$ cat src/rtl/mux_arb_reg.sv
// mux_arb_reg: N:1 registered multiplexer with valid/ready handshake, fixed-select or round-robin.
// Optional MUX_LOCK_EN adds LAST_IN packet locking in round-robin mode.
module mux_arb_reg #(
  parameter int WIDTH    = 4,
  parameter int CHANNELS = 4,
  localparam int SEL_W   = (CHANNELS > 1) ? $clog2(CHANNELS) : 1
) (
  input  logic                      CLK,
  input  logic                      RST_N,
  input  logic [CHANNELS*WIDTH-1:0] DIN,
  input  logic [CHANNELS-1:0]       VALID_IN,
`ifdef MUX_LOCK_EN
  input  logic [CHANNELS-1:0]       LAST_IN,
`endif
  output logic [CHANNELS-1:0]       ACK,
  input  logic                      MODE,
  input  logic [SEL_W-1:0]          SEL,
  input  logic                      READY_IN,
  output logic [WIDTH-1:0]          MUXOUT,
  output logic                      VALID_OUT,
  output logic [SEL_W-1:0]          CH_OUT
);

  logic [SEL_W-1:0] ptr;
  logic             can_load;
  logic             cand_ok;
  logic [SEL_W-1:0] cand;
  logic             grant;
  logic             advance;
  logic             hi_ok, lo_ok;
  logic [SEL_W-1:0] hi_ch, lo_ch;
  logic [WIDTH-1:0] grant_data;

`ifdef MUX_LOCK_EN
  logic             locked;
  logic [SEL_W-1:0] lock_ch;
  logic             grant_last;
`endif

  assign can_load = !VALID_OUT || READY_IN;

  // Wrap-around scan: lowest valid channel at or above ptr wins, otherwise lowest one below ptr.
  always_comb begin
    hi_ok = 1'b0;
    lo_ok = 1'b0;
    hi_ch = '0;
    lo_ch = '0;
    for (int j = CHANNELS - 1; j >= 0; j--) begin
      if (VALID_IN[j]) begin
        if (SEL_W'(j) >= ptr) begin
          hi_ok = 1'b1;
          hi_ch = SEL_W'(j);
        end else begin
          lo_ok = 1'b1;
          lo_ch = SEL_W'(j);
        end
      end
    end
  end

  always_comb begin
    cand_ok = 1'b0;
    cand    = '0;
    if (!MODE) begin
      cand = SEL;
      for (int j = 0; j < CHANNELS; j++) begin
        if (SEL == SEL_W'(j)) cand_ok = VALID_IN[j];
      end
    end
`ifdef MUX_LOCK_EN
    else if (locked) begin
      cand = lock_ch;
      for (int j = 0; j < CHANNELS; j++) begin
        if (lock_ch == SEL_W'(j)) cand_ok = VALID_IN[j];
      end
    end
`endif
    else begin
      cand_ok = hi_ok || lo_ok;
      cand    = hi_ok ? hi_ch : lo_ch;
    end
  end

  assign grant = RST_N && cand_ok && can_load;

  always_comb begin
    ACK        = '0;
    grant_data = '0;
`ifdef MUX_LOCK_EN
    grant_last = 1'b0;
`endif
    for (int j = 0; j < CHANNELS; j++) begin
      if (cand == SEL_W'(j)) begin
        ACK[j]     = grant;
        grant_data = DIN[j*WIDTH +: WIDTH];
`ifdef MUX_LOCK_EN
        grant_last = LAST_IN[j];
`endif
      end
    end
  end

`ifdef MUX_LOCK_EN
  assign advance = grant && MODE && grant_last;
`else
  assign advance = grant && MODE;
`endif

  // VALID_OUT doubles as the EMPTY/FULL occupancy state; a grant while FULL replaces data with no bubble.
  always_ff @(posedge CLK or negedge RST_N) begin
    if (!RST_N) begin
      MUXOUT    <= '0;
      VALID_OUT <= 1'b0;
      CH_OUT    <= '0;
    end else if (grant) begin
      MUXOUT    <= grant_data;
      CH_OUT    <= cand;
      VALID_OUT <= 1'b1;
    end else if (READY_IN) begin
      VALID_OUT <= 1'b0;
    end
  end

  always_ff @(posedge CLK or negedge RST_N) begin
    if (!RST_N) begin
      ptr <= '0;
    end else if (advance) begin
      ptr <= (cand == SEL_W'(CHANNELS - 1)) ? '0 : cand + 1'b1;
    end
  end

`ifdef MUX_LOCK_EN
  always_ff @(posedge CLK or negedge RST_N) begin
    if (!RST_N) begin
      locked  <= 1'b0;
      lock_ch <= '0;
    end else if (!MODE) begin
      locked <= 1'b0;
    end else if (grant) begin
      locked  <= !grant_last;
      lock_ch <= cand;
    end
  end
`endif

endmodule

$ cat config.mk
export PLATFORM = sky130hd
export DESIGN_NAME = mux_arb_reg
export DESIGN_NICKNAME = d
export VERILOG_FILES = /design/src/rtl/mux_arb_reg.sv
export SDC_FILE = /design/constraint.sdc
export NUM_CORES = 1
export LEC_CHECK = 0
export ABC_AREA = 0
export CAP_MARGIN = 25
export CORE_MARGIN = 1
export CORE_UTILIZATION = 29
export DETAILED_ROUTE_END_ITERATION = 16
export DONT_BUFFER_PORTS = 1
export SLEW_MARGIN = 20
export SYNTH_ARGS = -nofsm -noshare
export SYNTH_HDL_FRONTEND = slang
export SYNTH_SLANG_ARGS = --single-unit
$ cat constraint.sdc
create_clock -name CLK -period 6 [get_ports CLK]
set_clock_uncertainty 0.05 [all_clocks]
set_input_delay 0.3 -clock CLK [delete_from_list [all_inputs] [get_ports CLK]]
set_output_delay 0.3 -clock CLK [all_outputs]
set_load 0.005 [all_outputs]
=== Word level (Yosys, flattened, before mapping) ===
Cells that the tools add are included.

* Add/subtract/negate cells: 1
* $lt $le $gt $ge: 4
* Eq/ne operators: 6
* Multiplexer cells: 50
* Reduce and logical (&&, ||, !) cells: 9

{| class="wikitable"
|+ Operator list
! cell !! number
|-
| $mux 2 || 19
|-
| $mux 1 || 27
|-
| $mux 4 || 4
|-
| $eq 2x2->1 const B || 4
|-
| $eq 2x1->1 const B || 2
|-
| $ge 1x2->1 const A || 2
|-
| $ge 2x2->1 const A || 2
|-
| $logic_not 2->1 || 2
|-
| $logic_and 1x1->1 || 3
|-
| $add 2x1->2 const B || 1
|-
| $logic_or 1x1->1 || 2
|-
| $reduce_bool 2->1 || 1
|-
| $logic_not 1->1 || 1
|}

* Bits in registers: 9
* Output and inout port bits: 11
* Word-level logic and storage cells: 74

=== Logic depth before layout (Yosys ltp) ===
Gate-level depths: netlist (run 1).

* Depth after elaboration: 16
* Gate-level depth with buffers: 10
* Mapped depth without buffers: 9

=== Worst setup path after synthesis (run 1) ===
OpenSTA, ideal clock, no wires.

* Path type: register to register
* Start: register ptr[0]
* End: register MUXOUT[2]
* Setup time: 0.125 ns
* Arrival time: 1.983 ns
* Required time: 5.825 ns
* Setup slack: 3.842 ns
* Cell stages (with the launch flop): 11
* Buffers on the path: 1
* Cell sequence: dfrtp_1 inv_1 a221oi_1 o211ai_1 and2_1 ha_1 clkbuf_1 a21oi_1 o21ai_0 a22o_1 mux2_4

* Word-level cells in the longest chain between the ends: 16
* Elaborated cells on any way between the ends: 50
* Classes of those cells: order compare: 4; eq/ne: 3; mux: 39; reduce/logical: 4

{| class="wikitable"
|+ Ends and longest elaborated chain
! what !! RTL line !! RTL
|-
| start: declaration || 24 || <nowiki>logic [SEL_W-1:0] ptr;</nowiki>
|-
| start signal: assignment || 128 || <nowiki>ptr <= (cand == SEL_W'(CHANNELS - 1)) ? '0 : cand + 1'b1;</nowiki>
|-
| $ge 2x2->1 || 50 || <nowiki>if (SEL_W'(j) >= ptr) begin</nowiki>
|-
| $mux 2 / $mux 1 (equally long branches) || 50 ||
|-
| $mux 2 / $mux 1 (equally long branches) || 49 || <nowiki>if (VALID_IN[j]) begin</nowiki>
|-
| $mux 2 / $mux 1 (equally long branches) || 50 ||
|-
| $mux 2 / $mux 1 (equally long branches) || 49 ||
|-
| $mux 2 / $mux 1 (equally long branches) || 50 ||
|-
| $mux 2 / $mux 1 (equally long branches) || 49 ||
|-
| $mux 2 / $mux 1 (equally long branches) || 50 ||
|-
| $mux 2 / $mux 1 (equally long branches) || 49 ||
|-
| $mux 2 || 80 || <nowiki>cand = hi_ok ? hi_ch : lo_ch;</nowiki>
|-
| $mux 2 || 64 || <nowiki>if (!MODE) begin</nowiki>
|-
| $logic_not 2->1 || 93 || <nowiki>if (cand == SEL_W'(j)) begin</nowiki>
|-
| $mux 4 (4 in a row) || 93 ||
|-
| end signal: assignment || 116 || <nowiki>MUXOUT <= grant_data;</nowiki>
|-
| end: declaration || 19 || <nowiki>output logic [WIDTH-1:0] MUXOUT,</nowiki>
|}

Several ways; a longest one is shown, not always the timed one.
A chain may end at the register's enable or synchronous reset.

=== Final worst setup path (run 1) ===
* Start: register ptr[0]
* End: register MUXOUT[3]

Same word-level chain as after synthesis.

==> results of run 1 <==
[synthesized netlist by cell type, drive strengths merged]
cell | n | area, sq um
and2b | 1 | 10.0
and3 | 4 | 26.3
a22o | 1 | 8.76
a21o | 2 | 16.3
a221oi | 4 | 35.0
nand2 | 9 | 33.8
o211ai | 2 | 15.0
a31oi | 1 | 6.26
nor4 | 1 | 21.3
a31o | 2 | 17.5
o21a | 1 | 7.51
ha | 4 | 50.1
dfrtp | 9 | 225
buf | 2 | 15.0
o31ai | 3 | 22.5
and2 | 2 | 12.5
nor2b | 6 | 37.5
a22oi | 1 | 12.5
o21ai | 2 | 10.0
nand2b | 2 | 12.5
o22a | 1 | 8.76
mux2i | 3 | 30.0
mux2 | 5 | 71.3
a21oi | 3 | 15.0
nor2 | 2 | 7.51
a211oi | 1 | 12.5
inv | 6 | 22.5
clkbuf | 1 | 3.75
[per-layer routing]
| layer | share of wire (%) | wire (microns) | up-vias | global-route usage, % |
|---|---|---|---|---|
| li1 | - | - | 302 | - |
| met1 | 40 | 767 | 304 | 15.1 |
| met2 | 48 | 922 | 33 | 25.2 |
| met3 | 11 | 214 | 0 | 7.18 |
| met4 | 0 | 0 | 0 | 2.63 |
| met5 | 0 | 0 | - | 0 |
[worst max-delay path: stages (launching register included)]
cell and delay, ns:
dfrtp_1 0.37, inv_1 0.06, a221oi_1 0.32, o211ai_1 0.18
and2_1 0.21, ha_1 0.21, nor2b_1 0.16, a221oi_1 0.29
o31ai_1 0.14, mux2_4 0.27
[sequential cells by signal, indices dropped and copies added, names as in the netlist]
signal and flops:
VALID_OUT 1, CH_OUT 2, ptr 2, MUXOUT 4
[stage by stage]
step / total power [mW] / setup WS, ns / util [%]
6_report: 0.272 / 3.63 / 33.2
5_1_grt: 0.295 / 3.47 / 33.2
4_1_cts: 0.276 / 3.63 / 33.2
2_1_floorplan: 0.201 / 3.84 / -
3_3_place_gp: 0.219 / 3.70 / 31.7
3_5_place_dp: 0.225 / 3.64 / 31.7
[cell families after synthesis]
| group | after synthesis |
|---|---|
| mux | 8 |
| simple gates | 27 |
| compound gates | 24 |
| fa+ha+maj | 4 |
| buf+inv | 9 |
| flops | 9 |
[path summary, 6_finish.rpt]
check	startpoint	slack [ns]	endpoint
min in group asynchronous	RST_N	0.37	CH_OUT[1]$_DFFE_PN0P_
max in group asynchronous	RST_N	5.23	MUXOUT[1]$_DFFE_PN0P_
worst min-delay path	RST_N	0.14	VALID_OUT$_DFFE_PN0P_
worst min register to register	MUXOUT[0]$_DFFE_PN0P_	0.49	MUXOUT[0]$_DFFE_PN0P_
worst max register to register	ptr[0]$_DFFE_PN0P_	3.63	MUXOUT[3]$_DFFE_PN0P_
worst max-delay path	ptr[0]$_DFFE_PN0P_	3.63	MUXOUT[3]$_DFFE_PN0P_
[what timing repair did]
item	CTS	global route
hold endpoints to repair	9	0
buffers inserted	0	0
setup endpoints to repair	0	0
hold buffers	1	0
[cell type report]
cell class,count,share of cell area (%)
Multi-Input combinational cell,63,60.9
Sequential cell,9,27.4
Tap cell,30,4.57
Clock buffer,4,3.20
Inverter,6,2.74
Timing Repair Buffer,1,1.22
[report_power, final]
group	internal [mW]	switching, mW	total [mW]
clock	0.0257	0.0219	0.0476
combinational	0.0628	0.0545	0.117
sequential	0.0857	0.0213	0.107
total	0.174	0.0977	0.272
==> results.txt, run 1 <==
----------------------------------------------------
[Finish]
  Commonest non-fill, non-tap cells in the layout ... dfrtp_1 (9), nand2_1 (9), inv_1 (6), nor2b_1 (6)
  Total inserted antenna cells ... 0
  Register area ... 225 sq um
  Final cell count without fillers ... 113
  Number of nets at the end of the flow ... 114
  Final instance area ... 822 sq um
  Area taken by multi-input logic gates ... 500 sq um
  Area added between synthesis and finish ... 7.18%
  Total of fill cells in the finished design ... 274
  Share of post-route cells with drive strength above 1 ... 19.3%

[Synth]
  Net count of the mapped netlist ... 111
  Cell area after synthesis ... 767 sq um
  Post-synthesis simple-gate area fraction ... 21.0%
  Complex-gate fraction of the synthesized area ... 24.5%
  Register area share after synthesis ... 29.4%
  Count of different cell masters after synthesis ... 32
  Share of the synthesized netlist area taken by xor and xnor gates ... 0%
  Yosys reg bits ... 9
  Synth Warn # ... 0
  Post-Syn Instances ... 81
  Dominant combinational cell family by area after synthesis ... compound AO/OA/AOI/OAI gates
  Share of synthesized cell area in full adder, half adder and majority cells ... 6.53%
  Mean instance size in the synthesized netlist ... 9.47 sq um
  Mux cell area share after synthesis ... 13.2%

[STA]
  TNS Setup ... 0 ns
  Achievable clock frequency ... 421 MHz
  Final number of max-transition violations ... 0
  Count of final hold-check violations ... 0
  Finish-stage setup viols ... 0
  Setup repair after global routing missed its margin ... false
  Worst-margin pin slew ... 0.507 ns
  Fin Hold WS ... 0.144 ns
  Slew headroom ... 66.2%
  Final worst-path cycle share ... 39.6%
  Time the worst path needs with I/O delays and setup ... 2.37 ns

[Placement]
  Post-Place Cells ... 108
  Placed Instance Area ... 786 sq um
  Gp weighted congestion ... 0.855
  Number of port buffers ... 0
  Post-detailed-placement half-perimeter wirelength ... 1540 microns

[Critical path]
  CP arrival ... 2.47 ns
  R2r worst-path depth ... 9
  Largest fanout on the critical path ... 3
  Critical path start-end classification ... reg2reg
  Worst setup EP type ... register
  Startpoint type of the worst setup path ... register
  Required time worst endpoint ... 6.09 ns

[Floorplanning]
  Number of I/O pins ... 37
  Die X ... 53.4 microns
  Die Span Y ... 53.4 microns
  Core region area ... 2480 sq um
  Starting density of the core ... 31.0%
  Die area ... 2850 sq um
  Cell row count ... 18

[CTS]
  Worst-Skew Late Latency ... 0.26 ns
  Clock sink count ... 9
  Inserted Clock Buffers ... 3
  CTS HTree Levels ... 1
  Clock-pin slew of the registers on the worst-case setup and hold paths ... 0.06 ns
  Post-CTS resize count ... 0
  Buffer depth of the longest clock path ... 2
  Root Driver ... clkbuf_4
  Clock tree from TritonCTS ... built

[Routing]
  DRT antenna net count ... 0
  DRC violations left ... 0
  Vias per std cell ... 5.65
  Wire length per cell ... 16.8 microns
  Pre-Repair DR Iteration Count ... 4
  Vias ... 639
  Initial DRC Count ... 12
  Post-Route WL ... 1900 microns

[GRT]
  Remaining global-route overflow ... 0
  Vias in the first global route ... 677
  Wire length of the first global-routing pass ... 2870 microns
  Largest net degree at the start of global routing ... 10
  Initial antenna violation count ... 0
  Global router's overall resource usage ... 14.3%

[Run status]
  Result of the run ... finished, final reports clean

[Power and ir drop]
  Maximum vdd ir drop ... 0.163 mV
  Pwr dens ... 331 nW/um^2
  LEAKAGE ... 0.366 nW

[Hold path]
  Hold Path Class ... in2reg
  Worst hold path depth ... 1

[Job]
  Max-capacitance violation count ... 0

----------------------------------------------------
Note: power is estimated with default switching activity, not from simulation.
==> run 2, diff against run 1 <==
- ABC_AREA: 0 -> 1
- clock period: 6 -> 2.3 ns (I/O delays scaled with it)
==> run 2 against run 1 <==
Routed wire length is 4.3% higher. Power is 140% higher. Utilization is 2.1 points higher. Count of clock-buffer cells in the layout stayed put. Clock power grew to 2.6 times the previous value. Combinational power is 130% higher. Sequential share of layout area is 2.4 points lower. Fmax is 12% higher. Via count is 24% higher.
==> results.txt, run 2 <==
----------------------------------------------------
[Floorplanning]
  Die Span Y ... 54.8 microns (+2.6%)
  Starting density of the core ... 31.5% (+0.57 points)
  Core region area ... 2570 sq um (+3.6%)
  Number of I/O pins ... 37 (unchanged)
  Die area ... 3010 sq um (+5.3%)
  Die X ... 54.8 microns (+2.6%)
  Cell row count ... 18 (unchanged)

[Synth]
  Register area share after synthesis ... 27.8% (-1.5 points)
  Top_reg_cell synth ... dfrtp_1
  Post-Syn Instances ... 121 (+49%)
  Count of different cell masters after synthesis ... 17 (-47%)
  Post-synthesis simple-gate area fraction ... 36.5% (+15 points)
  Share of the synthesized netlist area taken by xor and xnor gates ... 0% (unchanged)
  Fraction of registers with async set or reset after synthesis ... 100% (unchanged)
  Net count of the mapped netlist ... 151 (+36%)
  Main area contributors after synthesis ... dfrtp_1 (28%), nand2_1 (14%), nor2_1 (8.8%), inv_1 (7.4%), o21ai_2 (6.5%)
  Top cell types by occurrence after synthesis ... nand2_1 (30), nor2_1 (19), inv_1 (16)
  Synth Warn # ... 0 (unchanged)
  Number of enable-type register cells in the synthesized netlist ... 0 (unchanged)
  Yosys reg bits ... 9 (unchanged)
  Portion of synthesized cell area occupied by the leading cell type ... 27.8% (-1.5 points)
  Mux cell area share after synthesis ... 4.95% (-8.3 points)
  Dominant combinational cell family by area after synthesis ... simple AND/OR/NAND/NOR gates
  Mean instance size in the synthesized netlist ... 6.69 sq um (-29%)
  Share of synthesized cell area in full adder, half adder and majority cells ... 6.18% (-0.34 points)
  Post-synthesis cell type with the largest combined area ... dfrtp_1
  Complex-gate fraction of the synthesized area ... 15.3% (-9.2 points)
  Cell area after synthesis ... 810 sq um (+5.5%)
  Cell with the most instances after synthesis ... nand2_1

[Hold path]
  Hold Path Class ... in2reg
  Start point of the worst hold path ... MODE

[Finish]
  Utilization of the core after routing ... 35.2% (+2.1 points)
  Number of nets at the end of the flow ... 159 (+39%)
  Most common library cell in the layout ignoring fill and taps ... nand2_1
  Most flop-heavy register ... MUXOUT
  Largest registers ranked by flip-flop count ... MUXOUT: 4 flops, CH_OUT: 2 flops, ptr: 2 flops
  Commonest non-fill, non-tap cells in the layout ... nand2_1 (30), nor2_1 (19), inv_1 (15), nand3_1 (10), a21oi_1 (10)
  Number of flip-flops under the largest register name ... 4 (unchanged)
  Area added between synthesis and finish ... 11.7%
  Share of post-route cells with drive strength above 1 ... 16.4% (-2.9 points)
  Total inserted antenna cells ... 0 (unchanged)

[Critical path]
  Startpoint type of the worst setup path ... register
  CP arrival ... 2.26 ns (-0.21 ns)
  Maximum single-stage delay on the critical path ... 0.42 ns (+0.05 ns)
  Total buffers and inverters traversed by the critical path ... 2 (+1)
  Largest fanout on the critical path ... 5 (+2)
  Chain of cells forming the critical path ... nand2_2 -> nand2_2 -> nand2_1 -> nor2_1 -> nand2_1 -> a21oi_4 -> inv_1 -> ha_2 -> inv_2 -> nand3_1 -> a21oi_1 -> mux2i_1 -> o21ai_2
  Critical path start-end classification ... reg2reg
  Worst setup path startpoint ... ptr[0]$_DFFE_PN0P_
  Required time worst endpoint ... 2.44 ns (-3.65 ns)
  Slowest library cell on the worst path ... dfrtp_1
  Launch point of the worst reg-to-reg path ... ptr[0]$_DFFE_PN0P_
  Worst setup EP type ... register
  Cell family with most CP delay ... simple AND/OR/NAND/NOR gates

[GRT]
  Met2 Use GR ... 19.7% (-5.5 points)
  Remaining global-route overflow ... 0 (unchanged)
  Most congested layer reported by global routing ... met2
  Initial antenna violation count ... 0 (unchanged)
  Vias in the first global route ... 667 (-1.5%)
  Largest net degree at the start of global routing ... 17 (+7)
  Wire length of the first global-routing pass ... 2890 microns (+0.73%)
  Met1 GRT Util ... 18.8% (+3.7 points)
  Global-route met3 utilization ... 1.67% (-5.5 points)
  Global router's overall resource usage ... 13.3% (-0.94 points)

[STA]
  Time the worst path needs with I/O delays and setup ... 2.11 ns (-0.261 ns)
  Final worst-path cycle share ... 91.8% (+52 points)
  Final number of max-transition violations ... 0 (unchanged)
  Slew headroom ... 70.7% (+4.6 points)
  Count of final hold-check violations ... 0 (unchanged)
  Setup repair after global routing missed its margin ... false
  Worst-margin pin slew ... 0.437 ns (-0.0692 ns)
  TNS Setup ... 0 ns (unchanged)
  Achievable clock frequency ... 473 MHz (+12%)
  Finish-stage setup viols ... 0 (unchanged)

[Job]
  Max-capacitance violation count ... 0 (unchanged)

[Routing]
  Pre-Repair DR Iteration Count ... 4 (unchanged)
  Post-Route WL ... 1990 microns (+4.3%)
  Vias ... 794 (+24%)
  Vias per std cell ... 5.03 (-11%)
  DRC violations left ... 0 (unchanged)
  Initial DRC Count ... 22 (+10)
  DRT antenna net count ... 0 (unchanged)
  Wire length per cell ... 12.6 microns (-25%)

[Run status]
  Result of the run ... finished, final reports clean

[CTS]
  Clock tree from TritonCTS ... built
  CTS HTree Levels ... 1 (unchanged)
  Inserted Clock Buffers ... 3 (unchanged)
  Worst-Skew Late Latency ... 0.26 ns (about the same)
  Clock sink count ... 9 (unchanged)
  Root Driver ... clkbuf_4
  Clock-pin slew of the registers on the worst-case setup and hold paths ... 0.06 ns (about the same)
  Buffer depth of the longest clock path ... 2 (unchanged)

[Power and ir drop]
  Pwr dens ... 719 nW/um^2 (+120%)
  LEAKAGE ... 0.444 nW (+21%)
  Maximum vdd ir drop ... 0.279 mV (+72%)

[Placement]
  Number of port buffers ... 0 (unchanged)
  Gp weighted congestion ... 0.884 (+3.4%)
  Post-detailed-placement half-perimeter wirelength ... 1580 microns (+2.1%)

----------------------------------------------------
run 2: cell count changes after synthesis, sizes merged, moves of 4 or more:
cell,delta
inv,+10
nor2,+19
a221oi,-4
nand4,+4
and3,-4
nor2b,-6
a21oi,+8
o21ai,+5
nand2,+24
nand3,+10
mux2,-5
run 2: metal layers:
metal	routed length [microns]	vias up
met3	125	3
met4	23	0
met2	961	26
li1	-	405
met1	875	360
met5	0	-
run 2: cell families (layout without fill, tap and decap cells):
family                     count (synthesis)  count (layout)
AOI/OAI and AO/OA                         18              18
muxes                                      4               4
DFF                                        9               9
adders and majority gates                  4               4
buffers and inverters                     18              25
and+or+nand+nor                           68              68
run 2: what timing repair did:
item / 4_1_cts / 5_1_grt
buffers inserted: 0 / 3
hold buffers: 2 / 0
hold endpoints to repair: 12 / 0
setup endpoints to repair: 0 / 6
resized for setup: 0 / 3
run 2: power by group:
group          leakage [nW]  internal [mW]  total, mW  switching (mW)
Clock                0.0150         0.0670      0.124          0.0568
Combinational         0.318          0.112      0.273           0.161
Sequential            0.111          0.206      0.254          0.0480
Total                 0.444          0.384      0.650           0.266
run 2: area by class of cell:
type                    instances  area [sq um]
clock buffers                   4          26.3
flip-flops and latches          9           226
multi-input cells              94           512
inverters                      16          60.1
well taps                      30          37.5
repair buffers                  5          42.5
fillers                       282          1660
run 2: worst min-delay path, cell delays in order:
cell	delay, ns
nand4_1	0.08
nand2_1	0.05
nand2_1	0.05
run 2: final timing paths:
kind | end | slack (ns) | depth (start not counted)
max | MUXOUT[2]$_DFFE_PN0P_ | 0.19 | 13
min | ptr[1]$_DFFE_PN0P_ | 0.02 | 3
max reg2reg | MUXOUT[2]$_DFFE_PN0P_ | 0.19 | 13
min reg2reg | MUXOUT[1]$_DFFE_PN0P_ | 0.47 | 2
max in group asynchronous | ptr[1]$_DFFE_PN0P_ | 1.69 | 1
min in group asynchronous | MUXOUT[3]$_DFFE_PN0P_ | 0.18 | 1
run 2: metrics by stage:
stage | power (mW) | instance area [sq um] | setup WS (ns) | hold WS [ns] | cells
2_1_floorplan | 0.458 | 810 | 0.333 | -0.231 | 121
3_3_place_gp | 0.499 | 832 | 0.138 | -0.230 | 149
3_5_place_dp | 0.505 | 832 | 0.0547 | -0.230 | 149
4_1_cts | 0.638 | 878 | 0.0390 | 0.0166 | 155
5_1_grt | 0.706 | 905 | 0.0164 | 0.0309 | 158
6_report | 0.650 | 905 | 0.188 | 0.0185 | 158
